`src/rtl/regfile_wr_arbiter.sv`:
```
// regfile_wr_arbiter
//   Two-requester round-robin write arbiter in front of a 2**AW-entry x DW-bit
//   register file that has a single write path. Each requester holds REQ until
//   it sees a one-cycle GNT pulse. In that cycle the arbiter drives the
//   requester's one-hot register enable on WEN and its data on WDATA.
//
// Optional feature: define ARB_CONFLICT_CNT_EN to add the CONFLICT_CNT port.
//   This is a saturating 8-bit count of the edges at which both raw requests
//   were high. It clears only on RST.
//
// Ports
//   CLK           in   1        rising-edge clock
//   RST           in   1        asynchronous reset, active-high
//   REQ_A         in   1        requester A write request (level)
//   ADDR_A        in   AW       requester A target register
//   DATA_A        in   DW       requester A write data
//   GNT_A         out  1        grant pulse to A (write issued this cycle)
//   REQ_B         in   1        requester B write request (level)
//   ADDR_B        in   AW       requester B target register
//   DATA_B        in   DW       requester B write data
//   GNT_B         out  1        grant pulse to B
//   WEN           out  2**AW    one-hot register enable, zero when idle
//   WDATA         out  DW       shared write data
//   CONFLICT_CNT  out  8        contention counter (ARB_CONFLICT_CNT_EN only)
//   fsm_state     out  2        debug view of the arbiter state
//                               (0 idle, 1 grant A, 2 grant B)
//
// Handshake: a request is REQ high at a rising edge while the same
// requester's GNT is low. The matching GNT is high for exactly the following
// cycle. REQ is ignored while its own GNT is high, so a requester can drop REQ
// in the grant cycle without receiving a second grant.
module regfile_wr_arbiter #(
    parameter int DW = 4,
    parameter int AW = 2
) (
    input  logic                 CLK,
    input  logic                 RST,
    input  logic                 REQ_A,
    input  logic [AW-1:0]        ADDR_A,
    input  logic [DW-1:0]        DATA_A,
    output logic                 GNT_A,
    input  logic                 REQ_B,
    input  logic [AW-1:0]        ADDR_B,
    input  logic [DW-1:0]        DATA_B,
    output logic                 GNT_B,
    output logic [(1<<AW)-1:0]   WEN,
    output logic [DW-1:0]        WDATA,
`ifdef ARB_CONFLICT_CNT_EN
    output logic [7:0]           CONFLICT_CNT,
`endif
    output logic [1:0]           fsm_state
);

    localparam int NREG = 1 << AW;

    typedef enum logic [1:0] {
        IDLE     = 2'd0,
        GNT_A_ST = 2'd1,
        GNT_B_ST = 2'd2
    } state_t;

    state_t state;
    state_t state_next;
    logic   last_a;      // 1: A won the most recent grant, 0: B (reset value)
    logic   elig_a;
    logic   elig_b;

    // Grants come straight from the state flops, so they are registered.
    assign GNT_A     = (state == GNT_A_ST);
    assign GNT_B     = (state == GNT_B_ST);
    assign fsm_state = state;

    always_comb begin
        elig_a     = REQ_A & ~GNT_A;
        elig_b     = REQ_B & ~GNT_B;
        state_next = IDLE;
        if (elig_a && !elig_b) begin
            state_next = GNT_A_ST;
        end else if (elig_b && !elig_a) begin
            state_next = GNT_B_ST;
        end else if (elig_a && elig_b) begin
            // Round robin: the side that did not win last time goes first.
            state_next = last_a ? GNT_B_ST : GNT_A_ST;
        end
    end

    // WEN/WDATA/last are captured at the same edge that enters the grant
    // state, so ADDR/DATA are sampled at the request edge. WDATA holds
    // through idle cycles.
    always_ff @(posedge CLK or posedge RST) begin
        if (RST) begin
            state  <= IDLE;
            WEN    <= '0;
            WDATA  <= '0;
            last_a <= 1'b0;
        end else begin
            state <= state_next;
            case (state_next)
                GNT_A_ST: begin
                    WEN    <= NREG'(1) << ADDR_A;
                    WDATA  <= DATA_A;
                    last_a <= 1'b1;
                end
                GNT_B_ST: begin
                    WEN    <= NREG'(1) << ADDR_B;
                    WDATA  <= DATA_B;
                    last_a <= 1'b0;
                end
                default: begin
                    WEN <= '0;
                end
            endcase
        end
    end

`ifdef ARB_CONFLICT_CNT_EN
    // Counts raw overlap (unmasked REQs) and saturates at 255.
    always_ff @(posedge CLK or posedge RST) begin
        if (RST) begin
            CONFLICT_CNT <= 8'd0;
        end else if (REQ_A && REQ_B && (CONFLICT_CNT != 8'hFF)) begin
            CONFLICT_CNT <= CONFLICT_CNT + 8'd1;
        end
    end
`endif

endmodule
```
`config.mk`:
```
export PLATFORM = sky130hd
export DESIGN_NAME = regfile_wr_arbiter
export DESIGN_NICKNAME = d
export VERILOG_FILES = /design/src/rtl/regfile_wr_arbiter.sv
export SDC_FILE = /design/constraint.sdc
export NUM_CORES = 1
export LEC_CHECK = 0
export CORE_MARGIN = 2
export CORE_UTILIZATION = 37
export DETAILED_ROUTE_END_ITERATION = 6
export PLACE_DENSITY = 0.76
export SYNTH_ARGS = -nofsm -noshare
export SYNTH_HDL_FRONTEND = slang
export SYNTH_SLANG_ARGS = --single-unit
```
`constraint.sdc`:
```
create_clock -name CLK -period 2.22 [get_ports CLK]
set_clock_uncertainty 0.15 [all_clocks]
set_input_delay 0.333 -clock CLK [delete_from_list [all_inputs] [get_ports CLK]]
set_output_delay 0.333 -clock CLK [all_outputs]
set_load 0.01 [all_outputs]
```
==> Yosys cells after proc, flatten, opt, wreduce, memory -nomap -nowiden <==
Cells that the tools add are included.
{ "totals": {"inputBits": 16, "regBits": 11, "elab_cells": 27, "out_inout_bits": 12} }
{ "classes": {"bitwise_logic": 4, "n_eq_ne": 4, "mux": 7, "reduce_logical": 6, "shift": 2} }
{ "op_table": {"columns": ["operator", "n"], "rows": [
  ["$pmux 4 s2", 2],
  ["$mux 2", 4],
  ["$shl 1x2->4 const A", 2],
  ["$eq 2x1->1 const B", 2],
  ["$eq 2x2->1 const B", 2],
  ["$logic_and 1x1->1", 3],
  ["$and 1x1->1", 2],
  ["$logic_not 1->1", 2],
  ["$not 1->1", 2],
  ["$pmux 1 s2", 1],
  ["$reduce_bool 2->1", 1]
]} }

==> Longest topological paths before layout <==
{ "depth": {"ltp_word": 9, "ltp_mapped": 8, "ltp_nobuf": 7} }

==> Worst setup path before layout <==
OpenSTA, ideal clock, no wires.
{ "synth_timing": {"path_kind": "reg2reg", "from": "reg last_a", "to": "reg WEN[0]", "period_less_slack_ps": 1874, "required_ps": 1999, "path_buffers": 1, "slack_ps": 346, "arrival_ps": 1653, "setup_ps": 71, "stages_incl_launch_ff": 9, "cell_sequence": "dfrtp_1 nand2b_1 maj3_2 and2_1 ha_1 buf_4 nor3_1 a21oi_1 nor2_1"} }
{ "synth_between": {"elab_chain_cells": 6, "word_cells_on_any_way": 7, "cone_classes": "eq/ne (2); mux (5)"} }
{ "synth_lines": {"columns": ["element", "line", "source"], "rows": [
  ["start, declared", "64", "logic last_a;"],
  ["start signal, assigned", "95", "last_a <= 1'b0;"],
  ["start signal, assigned", "102", "last_a <= 1'b1;"],
  ["start signal, assigned", "107", "last_a <= 1'b0;"],
  ["$mux 2 (*)", "83", "state_next = last_a ? GNT_B_ST : GNT_A_ST;"],
  ["$mux 2 (*)", "81", "end else if (elig_a && elig_b) begin"],
  ["$mux 2 (*)", "79", "end else if (elig_b && !elig_a) begin"],
  ["$mux 2 (*)", "77", "if (elig_a && !elig_b) begin"],
  ["net state_next[1]", "63", "state_t state_next;"],
  ["$eq 2x2->1 / $eq 2x1->1 (equally long branches)", "98", "case (state_next)"],
  ["$pmux 4 s2 (*)", "98", null],
  ["end signal, assigned", "100", "WEN <= NREG'(1) << ADDR_A;"],
  ["end signal, assigned", "105", "WEN <= NREG'(1) << ADDR_B;"],
  ["end, declared", "46", "output logic [(1<<AW)-1:0] WEN,"]
]} }
The timed path passes the listed nets; every way through them passes the cells marked *.
A chain may end at the register's enable or synchronous reset.

==> Final worst setup path <==
{ "layout_timing": {"from": "in REQ_A", "to": "reg WDATA[3]"} }
{ "layout_between": {"elab_chain_cells": 7, "word_cells_on_any_way": 12, "cone_classes": "eq/ne (2); mux (4); bitwise (1); reduce/logical (5)"} }
{ "layout_lines": {"columns": ["element", "line", "source"], "rows": [
  ["start, declared", "38", "input logic REQ_A,"],
  ["$and 1x1->1 (*)", "74", "elig_a = REQ_A & ~GNT_A;"],
  ["$logic_and 1x1->1 / $logic_not 1->1 (equally long branches)", "81, 79", null],
  ["$mux 2 / $logic_and 1x1->1 (equally long branches)", "81, 79", null],
  ["$mux 2", "79", null],
  ["$mux 2 (*)", "77", null],
  ["net state_next[1]", "63", null],
  ["$eq 2x2->1 / $eq 2x1->1 (equally long branches)", "98", null],
  ["$pmux 4 s2 / $reduce_bool 2->1 (equally long branches)", null, null],
  ["end signal, assigned", "94", "WDATA <= '0;"],
  ["end signal, assigned", "101", "WDATA <= DATA_A;"],
  ["end signal, assigned", "106", "WDATA <= DATA_B;"],
  ["end, declared", "47", "output logic [DW-1:0] WDATA,"]
]} }
Marks and branches as above.

==> flow_summary.json <==
{
  "postCtsSetupRepairBufs": 0,
  "cts.clk_slew.worst_paths_ps": 80,
  "holdBufCountCts": 0,
  "fp-row-count": 13,
  "worstSetupPathType": "input port to flop",
  "antenna_left": 0,
  "cts_buffer_depth": 2,
  "cp.required_ps": 2190,
  "slew-limit-headroom": 0.715,
  "dp_hpwl_um": 951,
  "grt_pass1_vias": 465,
  "fin_crit_sh": 0.937,
  "combinationalPowerShare": 0.459,
  "synth.largest_area_cell": "dfrtp_1",
  "grt-ovfl-total": 0,
  "p_int_mw": 0.552,
  "netlist_area_um2": 531,
  "grt_start_max_net_pins": 14,
  "cts_buffers": 3,
  "synth_top_area_frac": 0.519,
  "finalSetupViolations": 0,
  "tns_ps": 0,
  "pwr-share-seq": 0.370,
  "die_w_um": 41.9,
  "fp.dieH_um": 41.9,
  "drtPass1Iterations": 4,
  "postLayoutCoreUtil": 0.655,
  "drtIter0Drc": 2,
  "place_ws_ps": -147,
  "clkPwrFrac": 0.170,
  "drc": 0,
  "seq_area_frac_synth": 0.519,
  "wl_um": 1190,
  "antennaDiodeCount": 0,
  "switching_power_mw": 0.273,
  "final_cell_mix": "clkdlybuf4s50_1, dfrtp_1, nor2_1",
  "grt_pass1_wl_um": 2070,
  "ys_top_cells_by_area": "dfrtp_1, mux2i_1, o21ai_0, nor2_1, inv_1",
  "instances_no_fill": 102,
  "cp_max_fo": 13,
  "final_hold_viol_count": 0,
  "dieArea_um2": 1750,
  "gp_congestion": 0.740,
  "ys_types": 21,
  "place_inst": 98,
  "vdd_drop_max_mv": 0.645,
  "nets": 105,
  "final_common_cell": "clkdlybuf4s50_1",
  "area_delta_synth_final_pct": 62.7,
  "coreArea_um2": 1320,
  "rsz0062_at_grt": "no",
  "synth_cells": 54,
  "syn_nets": 71,
  "powerDensity_nw_per_um2": 955,
  "cts_tree": "done",
  "via_count": 491,
  "final.min_clock_period_ps": 2080,
  "wl_per_cell_um": 11.6,
  "htree_num_levels": 1,
  "fin_ws_ps": 140,
  "switching_share": 0.331,
  "cap_viol_max_count": 0,
  "num-fill-cells": 102,
  "synth-seq-cells": 11,
  "drive_gt1_frac": 0.0920,
  "clock-sinks": 11,
  "grt_use_total": 0.159,
  "cts_resized": 0,
  "cts_root_buffer": "clkbuf_4",
  "avgSynthCellArea_um2": 9.82,
  "antenna_found_initial": 0,
  "p_leak_nw": 0.383,
  "start_kind": "input port",
  "status": "complete, no violations",
  "clk_latency_ps": 270,
  "via_per_inst": 4.81,
  "crit_arrival_ps": 2060,
  "ios": 28,
  "start_util": 0.403,
  "tightest_slew_ps": 427,
  "end_kind": "flop",
  "slew_viol_final": 0,
  "max_freq_mhz": 481,
  "portBuffers": 27,
  "ys_warn_count": 0,
  "min_path_type": "input port to asynchronous set/reset pin"
}
==> final cells by class <==
type | count | area (um^2) | share of cell area
multi-input cells | 36 | 224 | 0.259
repair buffers | 31 | 300 | 0.348
inverters | 5 | 18.8 | 0.0217
well taps | 15 | 18.8 | 0.0217
clock buffers | 4 | 26.3 | 0.0304
flip-flops and latches | 11 | 275 | 0.319
==> worst paths after layout <==
check                           startpoint        to  slack [ps]  depth (start not counted)
worst max-delay path                 REQ_A  WDATA[3]         140                          6
worst min-delay path                   RST    WEN[0]         200                          2
worst max register to register      last_a  WDATA[3]         200                          5
worst min register to register    WDATA[0]  WDATA[0]         350                          2
max in group asynchronous              RST  WDATA[0]        1420                          2
min in group CLK                  WDATA[0]  WDATA[0]         350                          2
==> cell usage after synthesis (all sizes together) <==
cell     n
maj3     1
nor2     6
mux2i    5
ha       1
nor3     1
o21ai    5
nand3b   1
a21oi    3
nor2b    1
a32oi    1
o32a     1
inv      5
o21a     1
nand3    1
nand2    5
buf      2
and2     1
dfrtp   11
a31oi    1
nand2b   1
==> worst max-delay path, cell delays in order <==
cell and delay [ps]:
clkdlybuf4s50_1 490, nand2b_1 70, maj3_2 290, and2_1 170
ha_1 520, o21ai_0 180
==> metal layers <==
metal	up-vias	routed length, um	part of all wire	global-route usage
met2	19	575	0.49	0.256
met4	0	17	0.014	0.0774
met5	-	0	0	0
met1	221	516	0.44	0.187
met3	2	76	0.064	0.0565
li1	249	-	-	-
==> metrics by stage <==
stage / instance area, um^2 / hold WS [ps] / total power [mW]
global route: 863 / 251 / 0.883
finish: 863 / 197 / 0.825
global placement: 837 / 323 / 0.680
floorplan: 531 / 35.4 / 0.490
CTS: 863 / 211 / 0.834
detailed placement: 837 / 337 / 0.692
==> power by group through the flow <==
stage	combinational (mW)	sequential [mW]	clock (mW)
floorplan	0.160	0.331	0
global placement	0.375	0.306	0
detailed placement	0.382	0.310	0
CTS	0.383	0.308	0.143
global route	0.419	0.315	0.149
finish	0.379	0.305	0.141
==> logic make-up (layout without fill, tap and decap cells) <==
| kind of cell | Yosys count | count (layout) | synth area share |
|---|---|---|---|
| flip-flops | 11 | 11 | 0.519 |
| adder cells (fa/ha/maj) | 2 | 2 | 0.0448 |
| buffers and inverters | 7 | 40 | 0.0590 |
| multiplexers | 5 | 5 | 0.0943 |
| AO/OA/AOI/OAI | 12 | 12 | 0.137 |
| AND/OR/NAND/NOR | 17 | 17 | 0.146 |
==> state kept, by name (all words and copies together) (netlist names) <==
signal and flops:
last_a 1, WEN 4, WDATA 4, fsm_state 2
Power figures use the tool's default switching activity.
